### src/rtl/sd_data_pkg.sv
// Shared constants for the SD 1-bit write-data transmitter.
// State codes, CRC-status tokens and error codes.
package sd_data_pkg;

    localparam logic [3:0] S_IDLE  = 4'd0;
    localparam logic [3:0] S_START = 4'd1;
    localparam logic [3:0] S_DATA  = 4'd2;
    localparam logic [3:0] S_CRC   = 4'd3;
    localparam logic [3:0] S_STOP  = 4'd4;
    localparam logic [3:0] S_TURN  = 4'd5;
    localparam logic [3:0] S_SWAIT = 4'd6;
    localparam logic [3:0] S_STAT  = 4'd7;
    localparam logic [3:0] S_BUSYW = 4'd8;
    localparam logic [3:0] S_DONE  = 4'd9;

    localparam logic [2:0] STAT_OK  = 3'b010;
    localparam logic [2:0] STAT_CRC = 3'b101;

    localparam logic [1:0] ERR_OK   = 2'b00;
    localparam logic [1:0] ERR_CRC  = 2'b01;
    localparam logic [1:0] ERR_UNDR = 2'b10;
    localparam logic [1:0] ERR_TMO  = 2'b11;

endpackage

### src/rtl/sd_crc_16.sv
// Serial CRC-16 (x^16 + x^12 + x^5 + 1), one bit per enabled clock.
// Cleared to zero by RST.
module sd_crc_16 (
    input  logic        CLK,
    input  logic        RST,
    input  logic        BITVAL,
    input  logic        Enable,
    output logic [15:0] CRC
);

    logic [15:0] crc_q;
    logic        inv;

    assign inv = BITVAL ^ crc_q[15];
    assign CRC = crc_q;

    always_ff @(posedge CLK or posedge RST) begin
        if (RST) begin
            crc_q <= '0;
        end else if (Enable) begin
            crc_q <= {crc_q[14:12], crc_q[11] ^ inv, crc_q[10:5],
                      crc_q[4] ^ inv, crc_q[3:0], inv};
        end
    end

endmodule

### src/rtl/sd_data_tx.sv
// SD single-line write-data transmitter: frames a block on DAT0,
// then collects the card's CRC-status token and waits out busy.
module sd_data_tx
    import sd_data_pkg::*;
#(
    parameter int BLKSIZE = 512,
    parameter int TMO     = 65535
) (
    input  logic       CLK,
    input  logic       RST,
    input  logic       start,
    input  logic [7:0] data_in,
    input  logic       data_valid,
    output logic       data_ready,
    output logic       DAT_out,
    output logic       DAT_oe,
    input  logic       DAT_in,
    output logic       busy,
    output logic       done,
    output logic [2:0] status,
    output logic [1:0] err
);

    localparam int BW = $clog2(BLKSIZE) + 1;
    localparam logic [BW-1:0] LAST = BW'(BLKSIZE - 1);
    localparam logic [15:0] TMO_LAST = 16'(TMO - 1);

    logic [3:0]    state_q, state_d;
    logic [7:0]    sh_q, sh_d;
    logic [2:0]    bit_q, bit_d;
    logic [BW-1:0] byte_q, byte_d;
    logic [3:0]    ccnt_q, ccnt_d;
    logic [15:0]   crcsh_q, crcsh_d;
    logic [15:0]   tmo_q, tmo_d;
    logic [2:0]    status_q, status_d;
    logic [1:0]    err_q, err_d;
    logic          crc_clr_q;
    logic [15:0]   crc_val;
    logic          rdy, dout, doe;

    sd_crc_16 u_crc (
        .CLK    (CLK),
        .RST    (RST | crc_clr_q),
        .BITVAL (sh_q[7]),
        .Enable (state_q == S_DATA),
        .CRC    (crc_val)
    );

    always_comb begin
        state_d  = state_q;
        sh_d     = sh_q;
        bit_d    = bit_q;
        byte_d   = byte_q;
        ccnt_d   = ccnt_q;
        crcsh_d  = crcsh_q;
        tmo_d    = tmo_q;
        status_d = status_q;
        err_d    = err_q;
        rdy      = 1'b0;
        dout     = 1'b1;
        doe      = 1'b0;
        unique case (state_q)
            S_IDLE: begin
                if (start) begin
                    status_d = '0;
                    if (data_valid) begin
                        rdy     = 1'b1;
                        sh_d    = data_in;
                        err_d   = ERR_OK;
                        state_d = S_START;
                    end else begin
                        err_d   = ERR_UNDR;
                        state_d = S_DONE;
                    end
                end
            end
            S_START: begin
                doe     = 1'b1;
                dout    = 1'b0;
                state_d = S_DATA;
            end
            S_DATA: begin
                doe   = 1'b1;
                dout  = sh_q[7];
                bit_d = bit_q + 3'd1;
                sh_d  = {sh_q[6:0], 1'b0};
                if (bit_q == 3'd7) begin
                    byte_d = byte_q + BW'(1);
                    if (byte_q == LAST) begin
                        state_d = S_CRC;
                    end else if (data_valid) begin
                        rdy  = 1'b1;
                        sh_d = data_in;
                    end else begin
                        err_d   = ERR_UNDR;
                        state_d = S_DONE;
                    end
                end
            end
            S_CRC: begin
                doe    = 1'b1;
                ccnt_d = ccnt_q + 4'd1;
                // CRC settles on the entry edge, so the first bit comes straight from it
                if (ccnt_q == 4'd0) begin
                    dout    = crc_val[15];
                    crcsh_d = {crc_val[14:0], 1'b0};
                end else begin
                    dout    = crcsh_q[15];
                    crcsh_d = {crcsh_q[14:0], 1'b0};
                end
                if (ccnt_q == 4'd15) state_d = S_STOP;
            end
            S_STOP: begin
                doe     = 1'b1;
                state_d = S_TURN;
            end
            S_TURN: begin
                bit_d = bit_q + 3'd1;
                if (bit_q == 3'd1) state_d = S_SWAIT;
            end
            S_SWAIT: begin
                if (!DAT_in) begin
                    state_d = S_STAT;
                end else if (tmo_q == TMO_LAST) begin
                    err_d   = ERR_TMO;
                    state_d = S_DONE;
                end else begin
                    tmo_d = tmo_q + 16'd1;
                end
            end
            S_STAT: begin
                bit_d = bit_q + 3'd1;
                if (bit_q != 3'd3) begin
                    status_d = {status_q[1:0], DAT_in};
                end else begin
                    state_d = S_BUSYW;
                    if (status_q != STAT_OK) err_d = ERR_CRC;
                end
            end
            S_BUSYW: begin
                if (DAT_in) begin
                    state_d = S_DONE;
                end else if (tmo_q == TMO_LAST) begin
                    err_d   = ERR_TMO;
                    state_d = S_DONE;
                end else begin
                    tmo_d = tmo_q + 16'd1;
                end
            end
            S_DONE: state_d = S_IDLE;
            default: state_d = S_IDLE;
        endcase
        if (state_d != state_q) begin
            bit_d  = '0;
            byte_d = '0;
            ccnt_d = '0;
            tmo_d  = '0;
        end
    end

    always_ff @(posedge CLK or posedge RST) begin
        if (RST) begin
            state_q   <= S_IDLE;
            sh_q      <= '0;
            bit_q     <= '0;
            byte_q    <= '0;
            ccnt_q    <= '0;
            crcsh_q   <= '0;
            tmo_q     <= '0;
            status_q  <= '0;
            err_q     <= ERR_OK;
            crc_clr_q <= 1'b1;
        end else begin
            state_q   <= state_d;
            sh_q      <= sh_d;
            bit_q     <= bit_d;
            byte_q    <= byte_d;
            ccnt_q    <= ccnt_d;
            crcsh_q   <= crcsh_d;
            tmo_q     <= tmo_d;
            status_q  <= status_d;
            err_q     <= err_d;
            crc_clr_q <= (state_d == S_IDLE) || (state_d == S_DONE);
        end
    end

    assign data_ready = rdy;
    assign DAT_out    = dout;
    assign DAT_oe     = doe;
    assign busy       = (state_q != S_IDLE);
    assign done       = (state_q == S_DONE);
    assign status     = status_q;
    assign err        = err_q;

endmodule

### config.mk
export PLATFORM = sky130hd
export DESIGN_NAME = sd_data_tx
export DESIGN_NICKNAME = d
export VERILOG_FILES = /design/src/rtl/sd_data_pkg.sv /design/src/rtl/sd_crc_16.sv /design/src/rtl/sd_data_tx.sv
export SDC_FILE = /design/constraint.sdc
export NUM_CORES = 1
export LEC_CHECK = 0
export ABC_AREA = 1
export CORE_MARGIN = 1.5
export CORE_UTILIZATION = 40
export CTS_BUF_LIST = sky130_fd_sc_hd__clkbuf_8
export CTS_CLUSTER_SIZE = 24
export DETAILED_ROUTE_END_ITERATION = 6
export DONT_BUFFER_PORTS = 1
export GPL_TIMING_DRIVEN = 0
export PLACE_DENSITY_LB_ADDON = 0.05
export REMOVE_ABC_BUFFERS = 1
export SYNTH_ARGS = -nofsm -noshare
export SYNTH_HDL_FRONTEND = slang
export SYNTH_SLANG_ARGS = --single-unit
### constraint.sdc
create_clock -name CLK -period 5.4 [get_ports CLK]
set_input_delay 1.08 -clock CLK [delete_from_list [all_inputs] [get_ports CLK]]
set_output_delay 1.08 -clock CLK [all_outputs]
set_load 0.05 [all_outputs]
# Word-level counts from Yosys, hierarchy flattened
# Cells that the tools add are included.
# totals
regBits,83
latchBits,0
mem_bits_rw,0
mem_bits_ro,0
in_bits,13
output_inout_bits,10
wordCells,122
mem_count,0
# op_classes
add_sub_neg,4
multipliers,0
n_div,0
order_cmp,0
eq_ne,30
shifts,0
n_mux,53
bitwise_logic,4
n_reduce_logical,20
# ops
op,n
$mux 16,5
$mux 4,13
$mux 8,5
$pmux 4 s9,1
$pmux 16 s2,1
$mux 10,3
$mux 2,10
$ne 2x2->1 const B,10
$add 16x1->16 const B,1
$eq 16x16->1 const B,1
$eq 4x3->1 const B,4
$eq 4x4->1 const B,4
$pmux 8 s2,1
$logic_not 4->1,3
$mux 3,4
$reduce_bool 2->1,6
$add 10x1->10 const B,1
$eq 10x9->1 const B,1
$pmux 2 s5,1
$reduce_and 3->1,3
$reduce_and 9->1,1
$eq 4x2->1 const B,2
$mux 1,6
$ne 3x2->1 const B,2
other kinds (19),22

# Longest topological paths before layout
# Gate-level depths: netlist (run 1).
# depth
ltp_word,7
depth_mapped,15
ltp_nobuf,15

# Cells and area by module
# A second synthesis (run 1) with hierarchy kept.
# hier_totals
hier_cells,541
area_unflattened_um2,4389.2
# by_module_without_submodules
mod,n_inst,cells_each,area_per_inst_um2,seq_area_each_um2
sd_data_tx,1,469,3698.5,1652.8
sd_crc_16,1,72,690.7,400.4

# Worst setup path before layout (run 1)
# No wires, ideal clock.
# synth_path
path_type,input-to-output
startpoint,in start
endpoint,out data_ready
arrival_ps,1934
required_time_ps,4320
setup_slack_ps,2386
path_stages,3
n_path_buf,0
cell_sequence,nand2_1 > a21boi_0 > nor2_1
# synth_between
elab_chain_cells,2
# synth_rtl
item,line_no,source
start: declaration,sd_data_tx.sv:11,"input logic start,"
$mux 1,sd_data_tx.sv:64,if (start) begin
$pmux 1 s2,sd_data_tx.sv:62,unique case (state_q)
end: declaration,sd_data_tx.sv:14,"output logic data_ready,"
# No other way between the ends.

# Final worst setup path (run 1)
# layout_path
startpoint,reg state_q[3]
endpoint,out data_ready
# layout_between
elab_chain_cells,2
elab_cells_between_ends,3
classes_between,1 x eq/ne; 1 x mux; 1 x reduce/logical
# layout_rtl
item,line_no,source
start: declaration,sd_data_tx.sv:28,"logic [3:0] state_q, state_d;"
start signal: assignment,sd_data_tx.sv:174,state_q <= state_d;
$eq 4x2->1 / $logic_not 4->1 (equally long branches),sd_data_tx.sv:62,
$pmux 1 s2 *,sd_data_tx.sv:62,
# Every way passes the cells marked *; elsewhere a longest branch is shown, timed or not.

==> results of run 1 <==
[logic make-up after synthesis]
family          count (synthesis)
xor+xnor                       27
compound gates                 90
simple gates                  226
fa+ha+maj                       9
buf+inv                        84
mux                             2
flops                          82
[cell type report]
cell class / count / area (um2)
clock buffers: 10 / 138
clock inverters: 6 / 66.3
fillers: 1047 / 5780
inverters: 71 / 269
multi-input cells: 354 / 1940
flip-flops and latches: 82 / 2050
well taps: 136 / 170
[per-stage QoR]
stage / total power [mW] / worst slack (ns) / hold slack (ns) / cell area (um2) / cells
final: 2.56 / 1.40 / 0.438 / 4630 / 659
after global routing: 2.80 / 1.14 / 0.543 / 4630 / 659
after CTS: 2.60 / 1.35 / 0.517 / 4630 / 659
after detailed placement: 2.13 / 1.75 / 0.493 / 4430 / 643
after global placement: 2.11 / 1.77 / 0.485 / 4420 / 643
after floorplan: 1.85 / 2.31 / 0.459 / 4250 / 507
[worst max-delay path, delay by kind of cell, from the launching register on]
family                 cells  cell delay (ns)
and+or+nand+nor            4             1.67
DFF                        1             0.45
buffers and inverters      2             0.25
AOI/OAI and AO/OA          1             0.19
[power breakdown]
part	total [mW]	internal [mW]	switching (mW)
Clock	0.460	0.227	0.233
Combinational	1.18	0.296	0.888
Sequential	0.918	0.781	0.137
Total	2.56	1.31	1.26
[per-layer routing]
metal,global-route usage,share of wire,vias up
met5,0,0,-
met3,0.0456,0.041,8
li1,-,-,1658
met4,0.0429,0.0097,0
met2,0.272,0.45,44
met1,0.238,0.50,1480
[path summary, 6_finish.rpt]
kind	slack [ns]	startpoint	to
max reg2reg	2.33	state_q[3]	ccnt_q[1]
max in group asynchronous	4.08	RST	crcsh_q[5]
min reg2reg	0.44	crc_clr_q	u_crc.CRC[13]
min	0.44	crc_clr_q	u_crc.CRC[13]
max	1.40	state_q[3]	data_ready
min in group CLK	0.52	u_crc.CRC[14]	u_crc.CRC[15]
[cells in the final DEF (no fill, tap or decap), drive strengths merged]
cell type,netlist,layout
a21oi,18,18
xnor2,10,10
nand3,17,17
nor3,7,7
mux2i,2,2
inv,71,73
a21boi,1,1
and2,1,1
ha,9,9
clkbuf,9,10
nor2,85,85
nand2,102,102
clkinvlp,0,2
bufinv,0,1
a211oi,1,1
xor2,17,17
o22ai,5,5
dfrtp,81,81
a31oi,8,8
nor4,1,1
nand4,10,10
or2,1,1
clkinv,0,1
nand3b,2,2
o21ai,57,57
dfstp,1,1
[flip-flops by register name, indices dropped and copies added (netlist names)]
| name | flops |
|---|---|
| sh_q | 8 |
| crc_clr_q | 1 |
| u_crc.CRC | 16 |
| crcsh_q | 15 |
| tmo_q | 16 |
| ccnt_q | 4 |
| status | 3 |
| byte_q | 10 |
| state_q | 4 |
| bit_q | 3 |
| err | 2 |
==> metrics.yaml, run 1 <==
floorplanning:
  chipWidth_um: 107
  initial_utilization: 0.415
  die_y_um: 107
  ioPinCount: 23
  core_mm2: 0.0104
  die_area_mm2: 0.0114
  rows: 37
worst_setup_path:
  path_cells: "inv_2, nand2_4, inv_1, nand2_1, nor2_4, a21boi_0, nor2_1"
  critical_path_arrival_ns: 2.92
  cp_slowest_stage_delay_ns: 0.76
  criticalPathCategory: "reg -> out"
  slowest_stage: "nor2_1"
  cp_max_fo: 20
  start_kind: "register"
  reg2reg_depth: 13
  end_kind: "output port"
  cp.required_ns: 4.32
logic_synthesis:
  synth_edf_count: 0
  ys_warn_count: 0
  synth_xor_area_frac: 0.0547
  synth_common_cells: "96 x nand2_1, 81 x dfrtp_1, 64 x inv_1"
  synth-main-ff-cell: "dfrtp_1"
  synth_top_area_cell: "dfrtp_1"
  async_reset_ff_frac: 1.00
  syn_inst: 520
  ys_types: 34
  netlist_area_mm2: 0.00432
  syn_area_per_cell_um2: 8.31
  synth_area_leaders: "dfrtp_1 47%, nand2_1 8.3%, o21ai_0 6.4%, inv_1 5.6%, nor2_2 4.9%"
  synth_top_area_share: 0.469
  muxShareOfSynthArea: 0.00463
  synth_compound_area_frac: 0.110
  yosys.area_share.simple: 0.251
  synth_top_family_by_area: "simple AND/OR/NAND/NOR gates"
  post-synth-top-count-cell: "nand2_1"
  ys_ff_latch: 82
  synthAdderAreaFrac: 0.0260
  yosysSeqAreaShare: 0.475
status:
  run_status: "finished clean"
routing:
  avgRoutedWirePerCell_um: 13.4
  vias: 3190
  dr.pass1.iters: 4
  avgViaCountPerCell: 4.84
  ant_nets: 0
  wl_um: 8800
  drt_iter0_drc: 154
  route.detailed.drc: 0
clocking:
  cts.path.max_buffers: 2
  path_clk_slew_ns: 0.10
  postCtsHoldBufs: 0
  clk_latency_ns: 0.35
  cts_buffers: 9
  ctsResizeCount: 0
  clkSinkCount: 82
  postCtsSetupBuffers: 0
  cts_tree: "done"
  h-tree-depth: 3
  clk_root_buffer_cell: "clkbuf_8"
placement:
  io_buffers: 0
  dp_hpwl_um: 6070
  gp_congestion: 0.879
global_route:
  grt.total_usage: 0.173
  grt_max_degree: 67
  grt_pass1_vias: 3198
  grt_pass1_wl_um: 15500
  grt_overflow_total: 0
  antenna_found_initial: 0
timing:
  tightest_slew_ns: 0.975
  finalSetupViolations: 0
  tns_ns: 0
  fmax_mhz: 250
  slew_violations: 0
  fin_crit_sh: 0.740
  fin_skew_ns: 0.0163
  hold_viol_final: 0
  maxSlewHeadroom: 0.346
  rsz0062_at_grt: "no"
  fin_crit_ns: 4.00
finish:
  syn_to_final_growth_pct: 7.21
  fin_nets: 540
  drive_above_1_share: 0.147
  n_antenna_cell: 0
  fin_util: 0.445
flow_run:
  drv_cap: 0
pwr:
  leakagePower_nw: 2.04
  power_density_mw_per_mm2: 553
  peakVddDrop_v: 0.000604
worst_hold_path:
  hold_path_class: "reg -> async"
Power figures use the tool's default switching activity.
==> run 2, diff against run 1 <==
==> constraint.sdc (replaced) <==
create_clock -name CLK -period 3.9 [get_ports CLK]
set_input_delay 0.78 -clock CLK [delete_from_list [all_inputs] [get_ports CLK]]
set_output_delay 0.78 -clock CLK [all_outputs]
set_load 0.05 [all_outputs]
==> metrics.yaml, run 2 (synthesis results as in run 1) <==
status:
  run_status: "finished clean"
global_route:
  grt_pass1_wl_um: 15500  # unchanged
  grt.total_usage: 0.173  # unchanged
  grt_max_degree: 67  # unchanged
  antenna_found_initial: 0  # unchanged
  grt_pass1_vias: 3198  # unchanged
  grt_overflow_total: 0  # unchanged
clocking:
  postCtsHoldBufs: 0  # unchanged
  cts_tree: "done"
  path_clk_slew_ns: 0.10  # about the same
  cts_buffers: 9  # unchanged
  clk_latency_ns: 0.35  # about the same
  h-tree-depth: 3  # unchanged
  clkSinkCount: 82  # unchanged
  cts.path.max_buffers: 2  # unchanged
  clk_root_buffer_cell: "clkbuf_8"
routing:
  ant_nets: 0  # unchanged
  dr.max_layer_used: "met4"
  wl_met2_um: 3960  # +1.0%
  dr.pass1.iters: 4  # unchanged
  drt_iter0_drc: 161  # +4.5%
  avgRoutedWirePerCell_um: 13.4  # +0.34%
  avgViaCountPerCell: 4.86  # +0.38%
  wl_um: 8830  # +0.34%
  vias: 3202  # +0.38%
  wl_met1_um: 4440  # +0.11%
  wl_met3_um: 369  # +3.1%
  route.detailed.drc: 0  # unchanged
worst_setup_path:
  reg2reg_slack_ns: 0.85  # -1.48 ns
  criticalPathCategory: "reg -> out"
  critPathLaunch: "state_q[3]"
  cp_max_fo: 21  # +5.0%
  critical_path_arrival_ns: 2.78  # -0.14 ns
  end_kind: "output port"
  reg2reg_depth: 13  # unchanged
  endpoint: "DAT_out"
  cp.required_ns: 3.12  # -1.20 ns
  start_kind: "register"
  r2r-end: "ccnt_q[1]"
  r2r-start: "state_q[3]"
finish:
  syn_to_final_growth_pct: 7.26  # about the same
  final_cell_count_no_fill: 659  # unchanged
  n_antenna_cell: 0  # unchanged
  mostFrequentLayoutCells: "96 x nand2_1, 81 x dfrtp_1, 64 x inv_1"
  drive_above_1_share: 0.149  # +0.00191
  fin_nets: 540  # unchanged
  final_common_cell: "nand2_1"
floorplanning:
  die_y_um: 107  # unchanged
  core_mm2: 0.0104  # unchanged
  initial_utilization: 0.415  # unchanged
  die_area_mm2: 0.0114  # unchanged
  rows: 37  # unchanged
  chipWidth_um: 107  # unchanged
  ioPinCount: 23  # unchanged
pwr:
  finalPower_mw: 3.55  # +39%
  peakVddDrop_v: 0.000836  # +38%
  power_density_mw_per_mm2: 766  # +38%
  leakagePower_nw: 2.04  # about the same
timing:
  tns_ns: 0  # unchanged
  fin_skew_ns: 0.0157  # -0.000533 ns
  fmax_mhz: 281
  fin_crit_ns: 3.56
  slew_violations: 0  # unchanged
  finalSetupViolations: 0  # unchanged
  maxSlewHeadroom: 0.346  # -0.000365
  tightest_slew_ns: 0.975  # +0.000543 ns
  rsz0062_at_grt: "no"
  fin_crit_sh: 0.912
  hold_viol_final: 0  # unchanged
flow_run:
  drv_cap: 0  # unchanged
placement:
  dp.cells: 643  # unchanged
  io_buffers: 0  # unchanged
  gp_congestion: 0.879  # unchanged
  dp_hpwl_um: 6070  # unchanged
worst_hold_path:
  hold_path_class: "reg -> async"
## run 2: final cells by class
cell class,instances,area [um2]
Tap cell,136,170
Sequential cell,82,2050
Inverter,71,269
Fill cell,1047,5780
Multi-Input combinational cell,354,1940
Clock buffer,10,138
Clock inverter,6,66.3
## run 2: how the worst min path moves through the flow
| stage | start | end | slack, ns |
|---|---|---|---|
| 2_1_floorplan | u_crc.CRC[14] | u_crc.CRC[15] | 0.46 |
| 6_report | crc_clr_q | u_crc.CRC[13] | 0.44 |
| 3_3_place_gp | u_crc.CRC[14] | u_crc.CRC[15] | 0.48 |
| 3_5_place_dp | u_crc.CRC[14] | u_crc.CRC[15] | 0.49 |
| 5_1_grt | RST | crcsh_q[13] | 0.52 |
| 4_1_cts | RST | sh_q[7] | 0.50 |
## run 2: power breakdown
group	switching (mW)	leakage, nW	internal, mW
registers	0.188	1.08	1.08
clock network	0.322	0.100	0.315
logic	1.23	0.864	0.411
## run 2: critical path, stage by stage (launching register included)
cell,delay [ns]
dfrtp_1,0.44
inv_2,0.15
nand2_4,0.10
nor2_2,0.65
inv_2,0.34
a21oi_1,0.19
o21ai_0,0.11
nand4_1,0.45
## run 2: per-stage QoR
| stage | util | hold slack [ns] | instance area [um2] | setup WS [ns] |
|---|---|---|---|---|
| after floorplan | - | 0.459 | 4250 | 1.11 |
| after global placement | 0.424 | 0.485 | 4420 | 0.569 |
| after detailed placement | 0.425 | 0.493 | 4430 | 0.550 |
| final | 0.445 | 0.439 | 4640 | 0.344 |
| after CTS | 0.445 | 0.499 | 4630 | 0.154 |
| after global routing | 0.445 | 0.525 | 4640 | 0.0909 |
## run 2: routing by layer
layer	up-vias	global-route usage
met2	50	0.272
met4	0	0.0429
li1	1660	-
met3	5	0.0456
met5	-	0
met1	1487	0.238
## run 2: timing repair
| action | CTS | global route |
|---|---|---|
| endpoints found under the setup margin | 0 | 1 |
| resized for setup | 0 | 1 |
| setup buffers | 0 | 0 |
==> run 3, diff against run 2 <==
--- a/config.mk
+++ b/config.mk
@@ -8,13 +8,14 @@
 export ABC_AREA = 1
 export CORE_MARGIN = 1.5
 export CORE_UTILIZATION = 40
-export CTS_BUF_LIST = sky130_fd_sc_hd__clkbuf_8
+export CTS_BUF_LIST = sky130_fd_sc_hd__clkbuf_4 sky130_fd_sc_hd__clkbuf_8
 export CTS_CLUSTER_SIZE = 24
 export DETAILED_ROUTE_END_ITERATION = 6
 export DONT_BUFFER_PORTS = 1
-export GPL_TIMING_DRIVEN = 0
+export GPL_TIMING_DRIVEN = 1
 export PLACE_DENSITY_LB_ADDON = 0.05
 export REMOVE_ABC_BUFFERS = 1
 export SYNTH_ARGS = -nofsm -noshare
 export SYNTH_HDL_FRONTEND = slang
+export SYNTH_HIERARCHICAL = 1
 export SYNTH_SLANG_ARGS = --single-unit
==> metrics.yaml, run 3 <==
placement:
  dp.cells: 674  # +4.8%
  gp_congestion: 0.892  # +1.4%
  dp_hpwl_um: 6530  # +7.7%
  io_buffers: 0  # unchanged
global_route:
  antenna_found_initial: 0  # unchanged
  grt_max_degree: 47  # -30%
  busiest_layer: "met2"
  met3_usage: 0.0309  # -0.0147
  grt_overflow_total: 0  # unchanged
  grt_pass1_vias: 3250  # +1.6%
  gr-usage-met1: 0.244  # +0.00540
  grt_pass1_wl_um: 15800  # +1.9%
  grt.total_usage: 0.176  # +0.00280
  use_met2: 0.264  # -0.00764
logic_synthesis:
  synth_area_leaders: "dfrtp_1 46%, nand2_1 7.2%, inv_1 7.0%, nor2_1 6.2%, o21ai_0 6.0%"
  syn_area_per_cell_um2: 8.11  # -2.4%
  yosys.area_share.simple: 0.241  # -0.0104
  synth_top_family_by_area: "simple AND/OR/NAND/NOR gates"
  muxShareOfSynthArea: 0  # -0.00463
  netlist_area_mm2: 0.00439  # +1.5%
  synth_top_area_cell: "dfrtp_1"
  synthAdderAreaFrac: 0.0257  # -0.000394
  synth_top_area_share: 0.462  # -0.00708
  async_reset_ff_frac: 1.00  # unchanged
  synth_common_cells: "84 x nand2_1, 82 x inv_1, 81 x dfrtp_1"
  syn_inst: 541  # +4.0%
  synth-main-ff-cell: "dfrtp_1"
  yosysSeqAreaShare: 0.468  # -0.00718
  ys_types: 41  # +21%
  synth_xor_area_frac: 0.0279  # -0.0268
  ys_ff_latch: 82  # unchanged
  synth_compound_area_frac: 0.137  # +0.0268
  post-synth-top-count-cell: "nand2_1"
  ys_warn_count: 6  # +6
  synth_edf_count: 0  # unchanged
status:
  run_status: "finished clean"
clocking:
  h-tree-depth: 3  # unchanged
  clkSinkCount: 82  # unchanged
  ctsResizeCount: 0  # unchanged
  cts_buffers: 9  # unchanged
  postCtsHoldBufs: 0  # unchanged
  clk_root_buffer_cell: "clkbuf_8"
  path_clk_slew_ns: 0.09  # about the same
  clk_latency_ns: 0.37  # +0.02 ns
  cts_tree: "done"
  postCtsSetupBuffers: 0  # unchanged
  cts.path.max_buffers: 2  # unchanged
finish:
  fillers: 1119  # +6.9%
  n_antenna_cell: 0  # unchanged
  fin_util: 0.440  # -0.00467
  final_common_cell: "nand2_1"
  mostFrequentLayoutCells: "84 x nand2_1, 81 x inv_1, 81 x dfrtp_1"
  final_cell_count_no_fill: 690  # +4.7%
  drive_above_1_share: 0.105  # -0.0437
  fin_nets: 567  # +5.0%
  syn_to_final_growth_pct: 7.84
worst_setup_path:
  cp.required_ns: 3.12  # about the same
  critical_path_arrival_ns: 2.18  # -0.60 ns
  end_kind: "output port"
  criticalPathCategory: "reg -> out"
  cp_max_fo: 19  # -9.5%
  start_kind: "register"
timing:
  fin_crit_sh: 0.760  # -0.152
  rsz0062_at_grt: "no"
  hold_slack_ns: 0.510  # +0.0711 ns
  maxSlewHeadroom: 0.340  # -0.00601
  fmax_mhz: 337  # +20%
  finalSetupViolations: 0  # unchanged
  hold_viol_final: 0  # unchanged
  fin_crit_ns: 2.96  # -0.593 ns
  slew_violations: 0  # unchanged
  tns_ns: 0  # unchanged
  tightest_slew_ns: 0.984  # +0.00896 ns
  fin_skew_ns: 0.0111  # -0.00467 ns
floorplanning:
  die_y_um: 108  # +0.74%
  die_area_mm2: 0.0116  # +1.5%
  initial_utilization: 0.408  # -0.00654
  chipWidth_um: 108  # +0.74%
  core_mm2: 0.0107  # +3.2%
  rows: 38  # +2.7%
  ioPinCount: 23  # unchanged
routing:
  wl_um: 9230  # +4.5%
  route.detailed.drc: 0  # unchanged
  drt_iter0_drc: 155  # -3.7%
  avgViaCountPerCell: 4.93  # +1.4%
  avgRoutedWirePerCell_um: 13.4  # -0.17%
  vias: 3400  # +6.2%
  dr.pass1.iters: 4  # unchanged
  ant_nets: 0  # unchanged
pwr:
  p_comb_frac: 0.410  # -0.053
  p_sw_mw: 1.49  # -14%
  peakVddDrop_v: 0.000415  # -50%
  p_int_mw: 1.85  # +2.3%
  finalPower_mw: 3.34  # -5.9%
  power_density_mw_per_mm2: 706  # -7.8%
  p_seq_frac: 0.378  # +0.020
  pwr-share-clk: 0.212  # +0.033
  sw_frac_of_total: 0.447  # -0.0443
  leakagePower_nw: 2.22  # +8.7%
worst_hold_path:
  hold_path_class: "in -> async"
flow_run:
  drv_cap: 0  # unchanged
## run 3: final cells by class
class | instances | area, um2 | share of cell area
multi-input combinational | 357 | 1890 | 0.400
sequential | 82 | 2050 | 0.434
clock inverter | 7 | 101 | 0.0214
tap | 140 | 175 | 0.0370
clock buffer | 9 | 124 | 0.0262
inverter | 87 | 327 | 0.0690
timing repair buffer | 8 | 60.1 | 0.0127
## run 3: final timing paths
kind / startpoint / endpoint / slack [ns] / cells after the start
setup / recovery: state_q[3] / DAT_out / 0.94 / 9
setup reg to reg: state_q[3] / tmo_q[13] / 1.55 / 10
max in group asynchronous: RST / tmo_q[7] / 2.52 / 2
hold reg to reg: u_crc/CRC[2] / crcsh_q[3] / 0.52 / 2
hold / removal: RST / crcsh_q[8] / 0.51 / 1
min in group CLK: u_crc/CRC[2] / crcsh_q[3] / 0.52 / 2
## run 3: metal layers
layer	part of all wire	vias to the layer above
met4	0.019	0
met1	0.51	1584
met3	0.035	15
li1	-	1755
met2	0.43	46
met5	0	-
## run 3: critical path, cell delays in order (launching register included)
cell       delay, ns
dfrtp_1         0.44
nor2_1          0.32
inv_1           0.14
nor2_2          0.09
buf_4           0.22
inv_1           0.08
a21oi_1         0.10
o21ai_0         0.09
o2111ai_1       0.10
buf_4           0.24
## run 3: stage by stage
step | cell area [um2] | setup WS, ns
floorplan | 4270 | 1.05
global placement | 4510 | 1.36
detailed placement | 4510 | 1.33
CTS | 4730 | 0.910
global route | 4730 | 0.671
finish | 4730 | 0.937
## run 3: kinds of logic after synthesis
group                      Yosys count
buffers and inverters              102
adders and majority gates            9
and+or+nand+nor                    230
DFF                                 82
AOI/OAI and AO/OA                  104
xor gates and xnor gates            14
## run 3: power by group through the flow
| stage | logic, mW | clock network (mW) | registers (mW) |
|---|---|---|---|
| 2_1_floorplan | 1.05 | 0 | 1.24 |
| 3_5_place_dp | 1.38 | 0 | 1.28 |
| 5_1_grt | 1.57 | 0.760 | 1.30 |
| 3_3_place_gp | 1.37 | 0 | 1.28 |
| 6_report | 1.37 | 0.710 | 1.26 |
| 4_1_cts | 1.39 | 0.731 | 1.27 |
